### config.mk
export PLATFORM = sky130hd
export DESIGN_NAME = uart_tx_mmio
export DESIGN_NICKNAME = d
export VERILOG_FILES = /design/src/rtl/uart_tx_mmio.sv
export SDC_FILE = /design/constraint.sdc
export NUM_CORES = 1
export LEC_CHECK = 0
export CAP_MARGIN = 25
export CORE_ASPECT_RATIO = 0.9
export CORE_UTILIZATION = 55
export CTS_CLUSTER_DIAMETER = 120
export DETAILED_ROUTE_END_ITERATION = 6
export PLACE_DENSITY = 0.8
export SYNTH_ARGS = -nofsm -noshare
export SYNTH_HDL_FRONTEND = slang
export SYNTH_SLANG_ARGS = --single-unit
### constraint.sdc
create_clock -name Clock -period 3.3 [get_ports Clock]
set_input_delay 0.99 -clock Clock [delete_from_list [all_inputs] [get_ports Clock]]
set_output_delay 0.99 -clock Clock [all_outputs]
set_load 0.01 [all_outputs]
### src/rtl/uart_tx_mmio.sv
// uart_tx_mmio: memory-mapped UART transmitter, TX FIFO feeding an 8N1 serializer.
// Define UART_TX_PARITY_EN to insert an even-parity bit between data and stop.
module uart_tx_mmio #(
    parameter int CLOCK_FREQ = 50_000_000,
    parameter int BAUD_RATE  = 115_200,
    parameter int FIFO_DEPTH = 4
) (
    input  logic        Clock,
    input  logic        Reset,
    input  logic        WEUART,
    input  logic        REUART,
    input  logic        UARTsel,
    input  logic [7:0]  DataIn,
    output logic [31:0] DataOut,
    output logic        SerialOut
);

    localparam int BIT_TICKS = CLOCK_FREQ / BAUD_RATE;
    localparam int AW = $clog2(FIFO_DEPTH);
    localparam int CW = $clog2(BIT_TICKS) + 1;
    localparam logic [CW-1:0] LAST_TICK = CW'(BIT_TICKS - 1);
    localparam logic [CW-1:0] CNT_ONE = CW'(1);

`ifdef UART_TX_PARITY_EN
    typedef enum logic [2:0] {
        S_IDLE,
        S_START,
        S_DATA,
        S_PARITY,
        S_STOP
    } state_t;
`else
    typedef enum logic [1:0] {
        S_IDLE,
        S_START,
        S_DATA,
        S_STOP
    } state_t;
`endif

    state_t state_q;
    state_t state_d;

    logic [7:0]    mem [FIFO_DEPTH];
    logic [AW:0]   wptr_q;
    logic [AW:0]   rptr_q;
    logic [AW:0]   count;
    logic          full;
    logic          empty;
    logic          push;
    logic          pop;
    logic          ovf_set;
    logic          ovf_q;
    logic          st_rd;
    logic          dt_rd;
    logic          tx_idle;

    logic [CW-1:0] cnt_q;
    logic [2:0]    bit_q;
    logic [7:0]    sh_q;
    logic          tick;
    logic          bit_last;
    logic          ser_d;
    logic          ser_q;
`ifdef UART_TX_PARITY_EN
    logic          par_q;
`endif

    // Occupancy wraps modulo 2*FIFO_DEPTH, so full and empty stay distinct.
    assign full  = (wptr_q[AW] != rptr_q[AW]) &&
                   (wptr_q[AW-1:0] == rptr_q[AW-1:0]);
    assign empty = (wptr_q == rptr_q);
    assign count = wptr_q - rptr_q;

    assign push    = WEUART & UARTsel & ~full;
    assign ovf_set = WEUART & UARTsel & full;
    assign st_rd   = REUART & ~UARTsel;
    assign dt_rd   = REUART & UARTsel;
    assign tx_idle = empty && (state_q == S_IDLE);

    assign tick     = (cnt_q == LAST_TICK);
    assign bit_last = (bit_q == 3'd7);

    always_ff @(posedge Clock) begin
        if (push) begin
            mem[wptr_q[AW-1:0]] <= DataIn;
        end
    end

    always_ff @(posedge Clock or negedge Reset) begin
        if (!Reset) begin
            wptr_q <= '0;
            rptr_q <= '0;
        end else begin
            if (push) begin
                wptr_q <= wptr_q + {{AW{1'b0}}, 1'b1};
            end
            if (pop) begin
                rptr_q <= rptr_q + {{AW{1'b0}}, 1'b1};
            end
        end
    end

    // A same-cycle overflow beats the clear-on-read.
    always_ff @(posedge Clock or negedge Reset) begin
        if (!Reset) begin
            ovf_q <= 1'b0;
        end else if (ovf_set) begin
            ovf_q <= 1'b1;
        end else if (st_rd) begin
            ovf_q <= 1'b0;
        end
    end

    always_ff @(posedge Clock or negedge Reset) begin
        if (!Reset) begin
            DataOut <= '0;
        end else if (st_rd) begin
            DataOut <= {29'b0, ovf_q, tx_idle, ~full};
        end else if (dt_rd) begin
            DataOut <= {{(31-AW){1'b0}}, count};
        end
    end

    always_ff @(posedge Clock or negedge Reset) begin
        if (!Reset) begin
            state_q <= S_IDLE;
        end else begin
            state_q <= state_d;
        end
    end

    always_comb begin
        state_d = state_q;
        case (state_q)
            S_IDLE: begin
                if (!empty) state_d = S_START;
            end
            S_START: begin
                if (tick) state_d = S_DATA;
            end
            S_DATA: begin
                if (tick && bit_last) begin
`ifdef UART_TX_PARITY_EN
                    state_d = S_PARITY;
`else
                    state_d = S_STOP;
`endif
                end
            end
`ifdef UART_TX_PARITY_EN
            S_PARITY: begin
                if (tick) state_d = S_STOP;
            end
`endif
            S_STOP: begin
                if (tick) state_d = S_IDLE;
            end
            default: state_d = S_IDLE;
        endcase
    end

    always_comb begin
        ser_d = 1'b1;
        pop   = 1'b0;
        case (state_q)
            S_IDLE:   pop   = !empty;
            S_START:  ser_d = 1'b0;
            S_DATA:   ser_d = sh_q[0];
`ifdef UART_TX_PARITY_EN
            S_PARITY: ser_d = par_q;
`endif
            default:  ser_d = 1'b1;
        endcase
    end

    // Line is registered, so it trails the FSM state by one clock.
    always_ff @(posedge Clock or negedge Reset) begin
        if (!Reset) begin
            ser_q <= 1'b1;
        end else begin
            ser_q <= ser_d;
        end
    end

    assign SerialOut = ser_q;

    always_ff @(posedge Clock or negedge Reset) begin
        if (!Reset) begin
            cnt_q <= '0;
        end else if ((state_d != state_q) || tick) begin
            cnt_q <= '0;
        end else if (state_q != S_IDLE) begin
            cnt_q <= cnt_q + CNT_ONE;
        end
    end

    always_ff @(posedge Clock or negedge Reset) begin
        if (!Reset) begin
            sh_q  <= '0;
            bit_q <= '0;
        end else if (pop) begin
            sh_q  <= mem[rptr_q[AW-1:0]];
            bit_q <= '0;
        end else if ((state_q == S_DATA) && tick) begin
            sh_q  <= {1'b0, sh_q[7:1]};
            bit_q <= bit_q + 3'd1;
        end
    end

`ifdef UART_TX_PARITY_EN
    always_ff @(posedge Clock or negedge Reset) begin
        if (!Reset) begin
            par_q <= 1'b0;
        end else if (pop) begin
            par_q <= ^mem[rptr_q[AW-1:0]];
        end
    end
`endif

endmodule

==> impl_metrics.csv <==
group,metric,value,unit
run_status,status,"complete, no violations",
global_route,grt_max_degree,35,
worst_setup_path,path_class,"reg -> reg",
timing,rsz0062_at_grt,"false",
global_route,grt_pass1_vias,1698,
yosys,synth_ff_type,"dfrtp_1",
power_and_ir_drop,power_switching_share,0.327,
yosys,ys.warnings.count,0,
clock_tree,root_buffer,"clkbuf_8",
global_route,overflow,0,
power_and_ir_drop,combPwrFrac,0.288,
yosys,syn_area_per_cell,12.9,um^2
placement,gp_congestion,0.771,
yosys,ys_types,45,
cells_and_area,synthToLayoutAreaGrowth,8.88,%
power_and_ir_drop,clkPwrFrac,0.253,
timing,setup_viol,0,
route,vias_per_cell,5.15,
power_and_ir_drop,peakVddDrop,484,uV
die,chipHeight,74.5,um
clock_tree,htree_num_levels,3,
cells_and_area,final_common_cell,"dfrtp_1",
global_route,grtUsageTotal,0.193,
worst_setup_path,cp.required,3.30,ns
cells_and_area,drive_gt1_frac,0.135,
timing,skew,0.00984,ns
timing,fin_crit_sh,0.722,
yosys,synth-edff-count,32,
timing,period_minus_slack,2.38,ns
yosys,yosysSeqAreaShare,0.564,
timing,relSlewSlack,0.573,
clock_tree,clock-sinks,66,
worst_setup_path,cpMaxStageDelayCell,"dfrtp_1",
worst_setup_path,ff2ff_path_depth,5,
clock_tree,clk_latency,0.34,ns
route,first_pass_iters,4,
cells_and_area,multiInputGateArea,1200,um^2
route,ant_nets,0,
route,routedWlPerCell,13.9,um
route,drt_iter0_drc,90,
timing,hold_viol,0,
power_and_ir_drop,switchingPower,0.868,mW
worst_setup_path,crit_fanout,11,
cells_and_area,num_antenna_cells,0,
route,wl,4780,um
die,start_util,0.568,
clock_tree,post_cts_buffers,0,
worst_setup_path,crit_path_start_kind,"flop",
die,fp.coreArea,5660,um^2
route,drc,0,
timing,final_max_slew_viol_count,0,
worst_hold_path,hold_path.class,"reg -> reg",
worst_setup_path,critical_path.max_stage_delay,0.63,ns
die,die_w,82.6,um
yosys,ys_async_sr_fraction,0.515,
placement,io_buffers,16,
die,io-pin-count,46,
global_route,grt_pass1_wl,8330,um
power_and_ir_drop,leakagePower,1.43,nW
power_and_ir_drop,finalPower,2.65,mW
worst_setup_path,cp.arrival,2.38,ns
placement,hpwlAfterDp,3430,um
placement,placedCellCount,329,
power_and_ir_drop,seqPwrFrac,0.459,
route,vias,1776,
die,rows,26,
global_route,antenna_found_initial,0,
clock_tree,cts_buffers,9,
power_and_ir_drop,p_int,1.79,mW
clock_tree,clockBufferDepth,2,
yosys,synth_cells,249,
die,die-area,6150,um^2
clock_tree,cts_tree,"yes",
cells_and_area,fin_cells,345,
worst_hold_path,hold_path_depth,1,
yosys,ys_ff_latch,66,
worst_setup_path,worstPathCellList,"inv_1 -> ha_1 -> and2_1 -> a21oi_2 -> and2_1",
cells_and_area,regArea,1810,um^2
power_and_ir_drop,power.density,759,nW/um^2
clock_tree,path_clk_slew,0.07,ns
worst_setup_path,crit_top_cell,"and2_1",
yosys,syn_area,3210,um^2
clock_tree,cts_resized,0,
cells_and_area,fin_nets,295,
worst_setup_path,end_kind,"flop",
cells_and_area,final_cell_mix,"dfrtp_1, edfxtp_1, conb_1",
timing,tightest_slew,0.641,ns
clock_tree,postCtsHoldBufs,0,
flow_run,max_cap_violations,0,
timing,fmax,420,MHz
cells_and_area,nFillCells,422,
timing,setup_tns,0,ns
==> cell families (layout without fill, tap and decap cells) <==
group	after synthesis	in the layout	share of synthesized area
AOI/OAI and AO/OA	30	30	0.0697
xor gates and xnor gates	16	16	0.0483
adders and majority gates	12	12	0.0491
buffers and inverters	42	40	0.0954
DFF	66	66	0.564
muxes	10	10	0.0623
other	1	29	0.00117
and+or+nand+nor	72	72	0.110
==> state kept, by name, indices dropped and copies added, names as in the netlist <==
register	flops
sh_q	8
SerialOut	1
rptr_q	3
state_q	2
mem	32
ovf_q	1
bit_q	3
DataOut	3
wptr_q	3
cnt_q	10
==> layout make-up <==
type | instances | area share
Sequential cell | 66 | 0.518
Multi-Input combinational cell | 169 | 0.343
Timing Repair Buffer | 18 | 0.0501
Clock buffer | 9 | 0.0354
Tap cell | 70 | 0.0250
Clock inverter | 7 | 0.0222
Inverter | 6 | 0.00644
==> through the flow <==
| stage | utilization | worst slack (ns) | cell area, um^2 | hold slack (ns) |
|---|---|---|---|---|
| floorplan | - | 1.12 | 3320 | 0.454 |
| global placement | 0.582 | 0.648 | 3300 | 0.479 |
| detailed placement | 0.582 | 0.560 | 3300 | 0.478 |
| CTS | 0.618 | 0.879 | 3500 | 0.490 |
| global route | 0.618 | 0.690 | 3500 | 0.507 |
| finish | 0.618 | 0.918 | 3500 | 0.491 |
==> synth_stat cells (2+ instances only) <==
master,number,area share
buf_4,31,0.072
ha_1,11,0.043
nand2_1,25,0.029
a22o_1,3,0.0082
mux2i_1,2,0.0062
xor2_1,4,0.011
nor2_1,24,0.028
nor3_1,4,0.0062
and2_1,6,0.012
mux4_2,8,0.056
xnor2_1,10,0.027
a21o_1,2,0.0047
dfrtp_1,33,0.26
nand3_1,3,0.0047
o21ai_0,6,0.0093
edfxtp_1,32,0.30
buf_6,2,0.0070
and4_1,2,0.0055
a31oi_1,7,0.014
inv_1,6,0.0070
xnor2_2,2,0.010
a21oi_1,3,0.0047
==> worst paths after layout <==
path / start / end / slack, ns
worst max-delay path: rptr_q[1]$_DFFE_PN0P_ / mem[3][5]$_DFFE_PP_ / 0.92
worst min-delay path: bit_q[0]$_DFFE_PN0P_ / bit_q[0]$_DFFE_PN0P_ / 0.49
worst max register to register: rptr_q[1]$_DFFE_PN0P_ / mem[3][5]$_DFFE_PP_ / 0.92
worst min register to register: bit_q[0]$_DFFE_PN0P_ / bit_q[0]$_DFFE_PN0P_ / 0.49
max in group asynchronous: Reset / SerialOut$_DFF_PN1_ / 1.90
min in group asynchronous: Reset / cnt_q[4]$_DFFE_PN0P_ / 1.06
==> critical path: cells and delay by family (launching register included) <==
family	cells	cell delay (ns)
flops	1	0.63
compound gates	1	0.32
buf+inv	1	0.11
fa+ha+maj	1	0.30
simple gates	2	0.69
==> power groups by stage <==
| stage | combinational [mW] | sequential (mW) | clock [mW] |
|---|---|---|---|
| 2_1_floorplan | 0.635 | 1.19 | 0 |
| 3_3_place_gp | 0.747 | 1.23 | 0 |
| 3_5_place_dp | 0.775 | 1.23 | 0 |
| 4_1_cts | 0.779 | 1.22 | 0.687 |
| 5_1_grt | 0.880 | 1.25 | 0.719 |
| 6_report | 0.764 | 1.22 | 0.671 |
==> routing by layer <==
| metal | part of all wire | global-route usage |
|---|---|---|
| met1 | 0.49 | 0.268 |
| met2 | 0.45 | 0.282 |
| met3 | 0.041 | 0.0577 |
| met4 | 0.018 | 0.0843 |
| met5 | 0 | 0 |
Power figures use the tool's default switching activity.
